[config.mk]
export PLATFORM = sky130hd
export DESIGN_NAME = tile_map_renderer_flat
export DESIGN_NICKNAME = d
export VERILOG_FILES = /design/src/rtl/tile_map_renderer_pkg.sv /design/src/rtl/tile_map_renderer_if.sv /design/src/rtl/tile_cursor.sv /design/src/rtl/tile_map_renderer.sv /design/src/flat_wrapper.sv
export SDC_FILE = /design/constraint.sdc
export NUM_CORES = 1
export LEC_CHECK = 0
export BUFFER_PORTS_ARGS = -buffer_cell sky130_fd_sc_hd__buf_2
export CAP_MARGIN = 0
export CORE_MARGIN = 1.5
export CORE_UTILIZATION = 58
export DETAILED_ROUTE_END_ITERATION = 8
export GPL_ROUTABILITY_DRIVEN = 0
export GPL_TIMING_DRIVEN = 0
export MAX_ROUTING_LAYER = met4
export PLACE_DENSITY = 0.88
export SETUP_SLACK_MARGIN = 0.2
export SLEW_MARGIN = 20
export SYNTH_ARGS = -nofsm -noshare
export SYNTH_HDL_FRONTEND = slang
export SYNTH_HIERARCHICAL = 1
export SYNTH_SLANG_ARGS = --single-unit
[constraint.sdc]
create_clock -name Clock -period 6.35 [get_ports Clock]
set_input_delay 0.635 -clock Clock [delete_from_list [all_inputs] [get_ports Clock]]
set_output_delay 0.635 -clock Clock [all_outputs]
set_load 0.01 [all_outputs]
[src/rtl/tile_map_renderer_pkg.sv]
// Shared constants and the FSM state encoding for the tile map renderer.
package tile_map_renderer_pkg;

    localparam int MAP_COLS_DEF = 32;
    localparam int SCR_COLS_DEF = 20;
    localparam int SCR_ROWS_DEF = 15;
    localparam int TILE_PX_DEF  = 8;

    localparam int COL_W   = 5;
    localparam int ROW_W   = 4;
    localparam int ADDR_W  = 9;
    localparam int TILEX_W = 8;
    localparam int TILEY_W = 7;
    localparam int SEL_W   = 4;

    typedef enum logic [2:0] {
        ST_IDLE,
        ST_FETCH,
        ST_LATCH,
        ST_ISSUE,
        ST_WAIT_ACK,
        ST_WAIT_DONE,
        ST_NEXT,
        ST_FINISH
    } render_state_t;

endpackage

[src/rtl/tile_map_renderer_if.sv]
// Bundle of the frame-control, map-RAM and tile-drawer signals of the renderer.
interface tile_map_renderer_if;
    import tile_map_renderer_pkg::*;

    logic               Start;
    logic [COL_W-1:0]   Scroll;
    logic [ADDR_W-1:0]  MapAddress;
    logic [SEL_W-1:0]   MapData;
    logic [TILEX_W-1:0] TileX;
    logic [TILEY_W-1:0] TileY;
    logic [SEL_W-1:0]   TileSel;
    logic               TileEnable;
    logic               TileDone;
    logic               Busy;
    logic               FrameDone;

    // The renderer side
    modport master (
        input  Start, Scroll, MapData, TileDone,
        output MapAddress, TileX, TileY, TileSel, TileEnable, Busy, FrameDone
    );

    // The surrounding system: frame requester, map RAM and tile drawer
    modport slave (
        output Start, Scroll, MapData, TileDone,
        input  MapAddress, TileX, TileY, TileSel, TileEnable, Busy, FrameDone
    );

endinterface

[src/rtl/tile_cursor.sv]
// Row-major screen cursor: walks (row, col) over the visible tile grid and
// flags the final cell. Exposes the post-advance position so the renderer
// can precompute the next address while still sitting on the current tile.
module tile_cursor
    import tile_map_renderer_pkg::*;
#(
    parameter int SCR_COLS = SCR_COLS_DEF,
    parameter int SCR_ROWS = SCR_ROWS_DEF
) (
    input  logic             Clock,
    input  logic             Resetn,
    input  logic             clear,
    input  logic             advance,
    output logic [COL_W-1:0] col_next,
    output logic [ROW_W-1:0] row_next,
    output logic             last_cell
);

    logic [COL_W-1:0] col;
    logic [ROW_W-1:0] row;
    logic             row_end;

    assign row_end   = (col == COL_W'(SCR_COLS - 1));
    assign last_cell = row_end && (row == ROW_W'(SCR_ROWS - 1));

    // Next position: step along the row, wrap to the next row, and return to
    // the origin after the last cell so the cursor is parked cleanly.
    always_comb begin
        col_next = col + COL_W'(1);
        row_next = row;
        if (row_end) begin
            col_next = '0;
            row_next = last_cell ? '0 : row + ROW_W'(1);
        end
    end

    // Cursor registers; a clear (frame start) takes priority over advancing.
    always_ff @(posedge Clock or negedge Resetn) begin
        if (!Resetn) begin
            col <= '0;
            row <= '0;
        end else if (clear) begin
            col <= '0;
            row <= '0;
        end else if (advance) begin
            col <= col_next;
            row <= row_next;
        end
    end

endmodule

[src/rtl/tile_map_renderer.sv]
// Tile map renderer: walks every visible tile of a horizontally scrolled tile
// map, reads each tile index from map RAM and hands it to a tile drawer one
// tile at a time using the drawer's Enable/Done handshake.
module tile_map_renderer
    import tile_map_renderer_pkg::*;
#(
    parameter int MAP_COLS = MAP_COLS_DEF,
    parameter int SCR_COLS = SCR_COLS_DEF,
    parameter int SCR_ROWS = SCR_ROWS_DEF,
    parameter int TILE_PX  = TILE_PX_DEF
) (
    input  logic               Clock,
    input  logic               Resetn,
    tile_map_renderer_if.master bus
);

    render_state_t      state;
    logic [COL_W-1:0]   scroll_q;
    logic [ADDR_W-1:0]  map_address_q;
    logic [TILEX_W-1:0] tile_x_q;
    logic [TILEY_W-1:0] tile_y_q;
    logic [SEL_W-1:0]   tile_sel_q;
    logic               busy_q;
    logic               frame_done_q;

    logic               cursor_clear;
    logic               cursor_advance;
    logic [COL_W-1:0]   col_next;
    logic [ROW_W-1:0]   row_next;
    logic               last_cell;

    logic [COL_W-1:0]   map_col_next;
    logic [ADDR_W-1:0]  address_next;
    logic [TILEX_W-1:0] tile_x_next;
    logic [TILEY_W-1:0] tile_y_next;

    assign cursor_clear   = (state == ST_IDLE) && bus.Start;
    assign cursor_advance = (state == ST_NEXT);

    tile_cursor #(
        .SCR_COLS (SCR_COLS),
        .SCR_ROWS (SCR_ROWS)
    ) u_cursor (
        .Clock     (Clock),
        .Resetn    (Resetn),
        .clear     (cursor_clear),
        .advance   (cursor_advance),
        .col_next  (col_next),
        .row_next  (row_next),
        .last_cell (last_cell)
    );

    // The map column is a 5-bit sum so the carry drops out, giving the
    // modulo-MAP_COLS horizontal wrap for free.
    assign map_col_next = col_next + scroll_q;
    assign address_next = ADDR_W'(row_next) * ADDR_W'(MAP_COLS) + ADDR_W'(map_col_next);
    assign tile_x_next  = TILEX_W'(col_next) * TILEX_W'(TILE_PX);
    assign tile_y_next  = TILEY_W'(row_next) * TILEY_W'(TILE_PX);

    // The drawer request must coincide with the cycle the drawer reports idle,
    // so it is decoded from the registered state rather than registered itself.
    assign bus.TileEnable = (state == ST_ISSUE) && bus.TileDone;

    assign bus.MapAddress = map_address_q;
    assign bus.TileX      = tile_x_q;
    assign bus.TileY      = tile_y_q;
    assign bus.TileSel    = tile_sel_q;
    assign bus.Busy       = busy_q;
    assign bus.FrameDone  = frame_done_q;

    // Frame sequencer with its registered outputs; address and pixel position
    // are loaded on entry to FETCH and held until the tile has been drawn.
    always_ff @(posedge Clock or negedge Resetn) begin
        if (!Resetn) begin
            state         <= ST_IDLE;
            scroll_q      <= '0;
            map_address_q <= '0;
            tile_x_q      <= '0;
            tile_y_q      <= '0;
            tile_sel_q    <= '0;
            busy_q        <= 1'b0;
            frame_done_q  <= 1'b0;
        end else begin
            case (state)
                ST_IDLE: begin
                    if (bus.Start) begin
                        scroll_q      <= bus.Scroll;
                        map_address_q <= ADDR_W'(bus.Scroll);
                        tile_x_q      <= '0;
                        tile_y_q      <= '0;
                        busy_q        <= 1'b1;
                        state         <= ST_FETCH;
                    end
                end
                ST_FETCH: begin
                    state <= ST_LATCH;
                end
                ST_LATCH: begin
                    tile_sel_q <= bus.MapData;
                    state      <= ST_ISSUE;
                end
                ST_ISSUE: begin
                    if (bus.TileDone) begin
                        state <= ST_WAIT_ACK;
                    end
                end
                ST_WAIT_ACK: begin
                    if (!bus.TileDone) begin
                        state <= ST_WAIT_DONE;
                    end
                end
                ST_WAIT_DONE: begin
                    if (bus.TileDone) begin
                        state <= ST_NEXT;
                    end
                end
                ST_NEXT: begin
                    if (last_cell) begin
                        frame_done_q <= 1'b1;
                        state        <= ST_FINISH;
                    end else begin
                        map_address_q <= address_next;
                        tile_x_q      <= tile_x_next;
                        tile_y_q      <= tile_y_next;
                        state         <= ST_FETCH;
                    end
                end
                ST_FINISH: begin
                    frame_done_q <= 1'b0;
                    busy_q       <= 1'b0;
                    state        <= ST_IDLE;
                end
                default: begin
                    state <= ST_IDLE;
                end
            endcase
        end
    end

endmodule

[src/flat_wrapper.sv]
// flat-port wrapper written by rule: the top's interface ports become plain ports
module tile_map_renderer_flat import tile_map_renderer_pkg::*;
#(
    parameter int MAP_COLS = MAP_COLS_DEF,
    parameter int SCR_COLS = SCR_COLS_DEF,
    parameter int SCR_ROWS = SCR_ROWS_DEF,
    parameter int TILE_PX  = TILE_PX_DEF
)
  (Clock, Resetn, bus_Start, bus_Scroll, bus_MapData, bus_TileDone, bus_MapAddress, bus_TileX, bus_TileY, bus_TileSel, bus_TileEnable, bus_Busy, bus_FrameDone);
  tile_map_renderer_if bus_i ();
  input  logic Clock;
  input  logic Resetn;
  input wire logic [$bits(bus_i.Start)-1:0] bus_Start;
  input wire logic [$bits(bus_i.Scroll)-1:0] bus_Scroll;
  input wire logic [$bits(bus_i.MapData)-1:0] bus_MapData;
  input wire logic [$bits(bus_i.TileDone)-1:0] bus_TileDone;
  output wire logic [$bits(bus_i.MapAddress)-1:0] bus_MapAddress;
  output wire logic [$bits(bus_i.TileX)-1:0] bus_TileX;
  output wire logic [$bits(bus_i.TileY)-1:0] bus_TileY;
  output wire logic [$bits(bus_i.TileSel)-1:0] bus_TileSel;
  output wire logic [$bits(bus_i.TileEnable)-1:0] bus_TileEnable;
  output wire logic [$bits(bus_i.Busy)-1:0] bus_Busy;
  output wire logic [$bits(bus_i.FrameDone)-1:0] bus_FrameDone;
  assign bus_i.Start = bus_Start;
  assign bus_i.Scroll = bus_Scroll;
  assign bus_i.MapData = bus_MapData;
  assign bus_i.TileDone = bus_TileDone;
  assign bus_MapAddress = bus_i.MapAddress;
  assign bus_TileX = bus_i.TileX;
  assign bus_TileY = bus_i.TileY;
  assign bus_TileSel = bus_i.TileSel;
  assign bus_TileEnable = bus_i.TileEnable;
  assign bus_Busy = bus_i.Busy;
  assign bus_FrameDone = bus_i.FrameDone;
  tile_map_renderer #(.MAP_COLS(MAP_COLS), .SCR_COLS(SCR_COLS), .SCR_ROWS(SCR_ROWS), .TILE_PX(TILE_PX)) u_core (.Clock(Clock), .Resetn(Resetn), .bus(bus_i));
endmodule
==> impl_metrics.json, run 1 <==
{
  "hold_path.class": "primary input to async pin",
  "fp.dieW_microns": 63.0,
  "seq_area_sq_um": 926,
  "numPortBuffers": 37,
  "cts.path.max_buffers": 2,
  "root_buffer": "clkbuf_4",
  "synth_ff_type": "dfrtp_1",
  "syn_to_final_growth_pct": 15.2,
  "crit_required_ns": 6.59,
  "gr-total-overflow": 0,
  "hold_slack_ns": 0.373,
  "p_switching_uw": 369,
  "synthArstFlopShare_pct": 100,
  "path_max_fanout": 10,
  "hold_viol_final": 0,
  "p_seq_share_pct": 39.3,
  "cts_tree": "yes",
  "power_uw": 938,
  "clock_sinks": 37,
  "dieArea_sq_um": 3970,
  "synth.yosys.seq_area_share_pct": 44.3,
  "fill_cells": 272,
  "rsz0062_at_grt": "no",
  "h-tree-depth": 2,
  "cts_setup_buffers": 0,
  "postSynthAreaPerCell_sq_um": 10.0,
  "grt_max_degree": 38,
  "final.min_clock_period_ns": 2.98,
  "p_clk_share_pct": 13.5,
  "grt_usage_pct": 23.6,
  "cap_violations": 0,
  "path_class": "flop to flop",
  "fin_cells": 303,
  "slew_violations": 0,
  "grt_pass1_vias": 1574,
  "viasPerCell": 5.65,
  "cp.arrival_ns": 3.22,
  "switching_share_pct": 39.3,
  "clk_latency_ns": 0.35,
  "skew_ns": 0.0133,
  "vdd_ir_drop_max_v": 0.000324,
  "fp.dieH_microns": 63.0,
  "dp_hpwl_mm": 3.02,
  "worst_pin_slew_ns": 0.828,
  "multi_input_area_sq_um": 997,
  "min_period_over_period_pct": 47.0,
  "timing.setup.tns_ns": 0,
  "cts_inserted_buffers": 5,
  "dp.cells": 296,
  "vias": 1711,
  "drive_gt1_share_pct": 29.6,
  "diodes": 0,
  "start_kind": "flop",
  "p_int_uw": 569,
  "core-area_sq_um": 3390,
  "start_util_pct": 61.6,
  "wirelength_mm": 4.16,
  "drtIter0Drc": 85,
  "cts_resized": 0,
  "rows": 21,
  "slew_headroom_pct": 44.8,
  "status": "finished clean",
  "cp-end-kind": "flop",
  "ant_nets": 0,
  "path_clk_slew_ns": 0.11,
  "yosys_warnings": 6,
  "nets": 278,
  "p_comb_share_pct": 47.2,
  "drc": 0,
  "max_freq_ghz": 0.335,
  "setup_viol": 0,
  "ioPinCount": 44,
  "place_ws_ns": 3.38,
  "syn_inst": 208,
  "grt_pass1_wl_mm": 7.00,
  "first_pass_iters": 4,
  "p_leak_uw": 0.00120,
  "ctsHoldBuffers": 0,
  "post_drt_wl_per_cell_microns": 13.7,
  "synth_edf_count": 0,
  "ys_ff_latch": 37,
  "p_per_area_nw_per_um2": 390,
  "setup_slack_ns": 3.37,
  "ys_types": 51,
  "synth_area_sq_um": 2090,
  "antenna_found_initial": 0
}
==> flip-flops by register name (all words and copies together), names as in the netlist <==
register,count
u_core/u_cursor/row,4
u_core/bus.FrameDone,1
u_core/state,3
u_core/scroll_q,5
u_core/u_cursor/col,5
u_core/bus.TileX,5
u_core/bus.TileSel,4
u_core/bus.Busy,1
u_core/bus.MapAddress,9
==> cells in the mapped netlist (all sizes together), types with 3 or more instances <==
| master | count | area (sq um) |
|---|---|---|
| nand3 | 6 | 30.0 |
| inv | 9 | 33.8 |
| dfrtp | 37 | 926 |
| mux2 | 8 | 90.1 |
| o21ai | 15 | 75.1 |
| ha | 7 | 87.6 |
| xnor2 | 3 | 26.3 |
| and3 | 3 | 18.8 |
| nor2 | 13 | 51.3 |
| nand2 | 17 | 63.8 |
| buf | 19 | 143 |
| a21oi | 13 | 65.1 |
| a22o | 12 | 105 |
| nor2b | 3 | 18.8 |
| nor3 | 3 | 20.0 |
| nand2b | 3 | 18.8 |
| a31oi | 3 | 18.8 |
==> logic make-up after synthesis <==
family	after synthesis	synth area share (%)
mux	10	5.27
simple gates	63	17.0
xor+xnor	5	2.10
compound gates	54	17.1
other cells	1	0.180
flops	37	44.3
fa+ha+maj	8	5.15
buf+inv	30	8.81
==> stage by stage <==
stage / instance area, sq um / utilization, %
2_1_floorplan: 2110 / -
3_3_place_gp: 2350 / 69.3
3_5_place_dp: 2350 / 69.3
4_1_cts: 2400 / 70.9
5_1_grt: 2400 / 70.9
6_report: 2400 / 70.9
==> path summary, 6_finish.rpt <==
path	start	to	slack [ns]	cells past startpoint
setup / recovery	u_core/u_cursor/col[0]	u_core/bus.MapAddress[4]	3.37	11
hold / removal	Resetn	u_core/scroll_q[4]	0.37	1
setup reg to reg	u_core/u_cursor/col[0]	u_core/bus.MapAddress[4]	3.37	11
hold reg to reg	u_core/bus.MapAddress[3]	u_core/bus.MapAddress[3]	0.48	2
max in group asynchronous	Resetn	u_core/bus.MapAddress[7]	5.46	1
min in group Clock	u_core/bus.MapAddress[3]	u_core/bus.MapAddress[3]	0.48	2
==> power by group through the flow <==
| stage | registers (uW) | clock network [uW] | logic (uW) |
|---|---|---|---|
| 4_1_cts | 369 | 131 | 445 |
| 3_3_place_gp | 370 | 0 | 427 |
| 5_1_grt | 381 | 143 | 496 |
| 3_5_place_dp | 374 | 0 | 444 |
| 2_1_floorplan | 386 | 0 | 305 |
| 6_report | 369 | 127 | 442 |
==> placed cells by master (no fill, tap or decap), types with 3 or more instances in the layout <==
cell type	synthesis	layout
ha_1	7	7
buf_4	12	12
nand2_1	17	17
o21ai_0	12	12
a21oi_1	13	13
clkbuf_4	0	5
xnor2_1	3	3
nand2b_1	3	3
nor2_1	12	12
mux2_2	8	8
inv_1	9	9
a31oi_1	3	3
conb_1	1	6
and3_1	3	3
buf_6	3	3
dfrtp_1	37	37
buf_2	3	40
nand3_1	6	6
nor2b_1	3	3
a22o_1	12	12
o21ai_1	3	3
==> routing by layer <==
| layer | share of wire, % | global-route usage, % | wire length, microns | vias to the layer above |
|---|---|---|---|---|
| met2 | 49 | 39.5 | 2030 | 56 |
| met1 | 43 | 27.4 | 1800 | 826 |
| met4 | 1.7 | 9.17 | 70 | 0 |
| met5 | 0 | - | 0 | - |
| li1 | - | - | - | 823 |
| met3 | 6.2 | 5.77 | 259 | 6 |
==> worst max-delay path, cell delays in order (launching register included) <==
cell and delay (ns):
dfrtp_1 0.45, ha_1 0.30, and4bb_2 0.26, buf_2 0.18, nor2_1 0.19, ha_1 0.20
inv_1 0.05, fa_1 0.38, nand2b_1 0.19, a2111oi_2 0.28, o21ba_2 0.20, a22o_1 0.19
==> cell type report <==
| class | count | area share, % |
|---|---|---|
| Buffer | 20 | 6.09 |
| Clock buffer | 7 | 2.29 |
| Inverter | 10 | 1.56 |
| Multi-Input combinational cell | 146 | 41.5 |
| Sequential cell | 37 | 38.5 |
| Tap cell | 46 | 2.39 |
| Timing Repair Buffer | 37 | 7.70 |
(Power assumes the default switching activity.)
==> run 2, diff against run 1 <==
--- a/config.mk
+++ b/config.mk
@@ -5,15 +5,16 @@
 export SDC_FILE = /design/constraint.sdc
 export NUM_CORES = 1
 export LEC_CHECK = 0
+export ABC_AREA = 1
 export BUFFER_PORTS_ARGS = -buffer_cell sky130_fd_sc_hd__buf_2
 export CAP_MARGIN = 0
 export CORE_MARGIN = 1.5
-export CORE_UTILIZATION = 58
+export CORE_UTILIZATION = 49
 export DETAILED_ROUTE_END_ITERATION = 8
 export GPL_ROUTABILITY_DRIVEN = 0
 export GPL_TIMING_DRIVEN = 0
 export MAX_ROUTING_LAYER = met4
-export PLACE_DENSITY = 0.88
+export PLACE_DENSITY = 0.79
 export SETUP_SLACK_MARGIN = 0.2
 export SLEW_MARGIN = 20
 export SYNTH_ARGS = -nofsm -noshare
==> constraint.sdc (replaced) <==
create_clock -name Clock -period 2.4 [get_ports Clock]
set_input_delay 0.24 -clock Clock [delete_from_list [all_inputs] [get_ports Clock]]
set_output_delay 0.24 -clock Clock [all_outputs]
set_load 0.01 [all_outputs]
==> run 2 against run 1 <==
  * Worst hold slack got worse by 0.34 ns
  * Design area rose by 8.8%
  * Die area rose by 21%
  * Via count rose by 4.7%
  * Sequential cell count did not move
  * Non-clock buffer count fell by 3
  * Worst setup slack got worse by 3.1 ns
==> impl_metrics.json, run 2 <==
{
  "synth_edf_count": 0,
  "yosys.area.top_type": "dfrtp_1",
  "dieArea_sq_um": 4800,
  "rsz0062_at_grt": "no",
  "worst_pin_slew_ns": 0.809,
  "start_util_pct": 52.3,
  "gr-total-overflow": 0,
  "wirelength_mm": 4.33,
  "timing.setup.tns_ns": 0,
  "drc": 0,
  "synthArstFlopShare_pct": 100,
  "fp.dieH_microns": 69.3,
  "syn_to_final_growth_pct": 21.6,
  "rows": 23,
  "dp.cells": 357,
  "hold_path.class": "primary input to async pin",
  "synth_ff_type": "dfrtp_1",
  "clk_latency_ns": 0.30,
  "min_period_over_period_pct": 87.2,
  "ctsHoldBuffers": 0,
  "hold_viol_final": 0,
  "cp-end-kind": "flop",
  "path_class": "flop to flop",
  "postSynthAreaPerCell_sq_um": 8.12,
  "viasPerCell": 4.83,
  "drtIter0Drc": 154,
  "max_freq_ghz": 0.478,
  "drive_gt1_share_pct": 30.8,
  "layout_commonest_cell": "nand2_1",
  "cts_tree": "yes",
  "grt_max_degree": 38,
  "antenna_found_initial": 0,
  "fin_cells": 371,
  "core-area_sq_um": 4120,
  "synth.yosys.seq_area_share_pct": 43.0,
  "ant_nets": 0,
  "cp.arrival_ns": 2.29,
  "syn_inst": 265,
  "h-tree-depth": 2,
  "p_per_area_nw_per_um2": 1060,
  "ioPinCount": 44,
  "grt_usage_pct": 20.0,
  "numPortBuffers": 37,
  "yosysMostFrequentCell": "nand2_1",
  "ys_types": 31,
  "crit_required_ns": 2.60,
  "synthDominantCellAreaShare_pct": 43.0,
  "vdd_ir_drop_max_v": 0.000662,
  "clock_sinks": 37,
  "status": "finished clean",
  "grt_pass1_vias": 1672,
  "nets": 341,
  "path_max_fanout": 9,
  "start_kind": "flop",
  "final_cell_mix": "nand2_1, buf_2, dfrtp_1",
  "cts.path.max_buffers": 2,
  "setup_viol": 0,
  "post_drt_wl_per_cell_microns": 11.7,
  "p_leak_uw": 0.00152,
  "cts_inserted_buffers": 5,
  "skew_ns": 0.0104,
  "yosys_warnings": 6,
  "netlist_top_cells_area": "dfrtp_1, nand2_1, inv_1",
  "dp_hpwl_mm": 3.10,
  "slew_headroom_pct": 46.1,
  "diodes": 0,
  "synth_area_sq_um": 2150,
  "final.min_clock_period_ns": 2.09,
  "first_pass_iters": 4,
  "grt_pass1_wl_mm": 7.54,
  "fp.dieW_microns": 69.3,
  "ys_top_cells_by_count": "nand2_1, dfrtp_1, inv_1",
  "slew_violations": 0,
  "largest_reg_flops": 9,
  "cap_violations": 0,
  "path_clk_slew_ns": 0.08,
  "root_buffer": "clkbuf_8",
  "ys_ff_latch": 37,
  "vias": 1791
}
## run 2: critical path, stage by stage (launching register included)
cell and delay, ns:
dfrtp_1 0.40, ha_4 0.18, nand2_4 0.07, nor2_8 0.19, inv_4 0.06, nand2_2 0.08, inv_2 0.05, ha_4 0.15
inv_1 0.07, fa_2 0.18, inv_1 0.05, or2_2 0.26, nand3_1 0.07, o21ai_0 0.07, nand2_1 0.06, nand2_1 0.04
## run 2: final cells by class
| cell class | instances | area, sq um |
|---|---|---|
| Fill cell | 352 | 1500 |
| Multi-Input combinational cell | 183 | 1040 |
| Sequential cell | 37 | 926 |
| Timing Repair Buffer | 43 | 230 |
| Inverter | 39 | 151 |
| Buffer | 11 | 95.1 |
| Clock buffer | 7 | 86.3 |
| Tap cell | 50 | 62.6 |
| Clock inverter | 1 | 30.0 |
## run 2: kinds of logic after synthesis
family	count (synthesis)	share of synthesized area, %
other cells	1	0.174
xor+xnor	1	0.407
simple gates	140	32.5
compound gates	28	7.56
flops	37	43.0
buf+inv	50	11.3
fa+ha+maj	8	5.00
## run 2: path summary, 6_finish.rpt
path                                   startpoint                  endpoint  slack [ns]  depth (start not counted)
min reg2reg                 u_core/bus.TileSel[0]     u_core/bus.TileSel[0]        0.48                          2
max                        u_core/u_cursor/col[1]  u_core/bus.MapAddress[2]        0.31                         15
min                                        Resetn           u_core/state[0]        0.03                          1
max in group asynchronous                  Resetn  u_core/bus.MapAddress[6]        1.85                          1
min in group Clock                   bus_TileDone           u_core/state[1]        0.15                          2
max reg2reg                u_core/u_cursor/col[1]  u_core/bus.MapAddress[2]        0.31                         15
## run 2: per-stage QoR
step / utilization, % / setup slack [ns] / instance area [sq um] / total power [uW] / hold slack, ns
after floorplan: - / 0.336 / 2170 / 1800 / -0.0556
after global placement: 58.8 / 0.150 / 2420 / 2070 / 0.385
after detailed placement: 58.8 / 0.0936 / 2420 / 2110 / 0.399
after CTS: 62.5 / 0.218 / 2570 / 2720 / 0.0764
after global routing: 63.6 / 0.199 / 2620 / 3000 / 0.0966
final: 63.6 / 0.308 / 2620 / 2760 / 0.0327
## run 2: repair_timing
item                       4_1_cts  5_1_grt
pin swaps                        0        3
resized for setup                5        4
buffers inserted                 2        4
setup endpoints to repair        3        2
## run 2: metal layers
layer  routed length [microns]  up-vias  global-route usage, %
met1                      1990      818                   24.9
met3                       199        6                   5.52
met5                         0        -                      -
met4                        68        0                   7.19
li1                          -      925                      -
met2                      2060       42                   31.3
## run 2: where the power goes
part / total [uW] / internal (uW) / leakage [uW] / switching, uW
clock: 564 / 339 / 0.0000585 / 225
combinational: 1240 / 505 / 0.000981 / 739
sequential: 956 / 814 / 0.000483 / 143
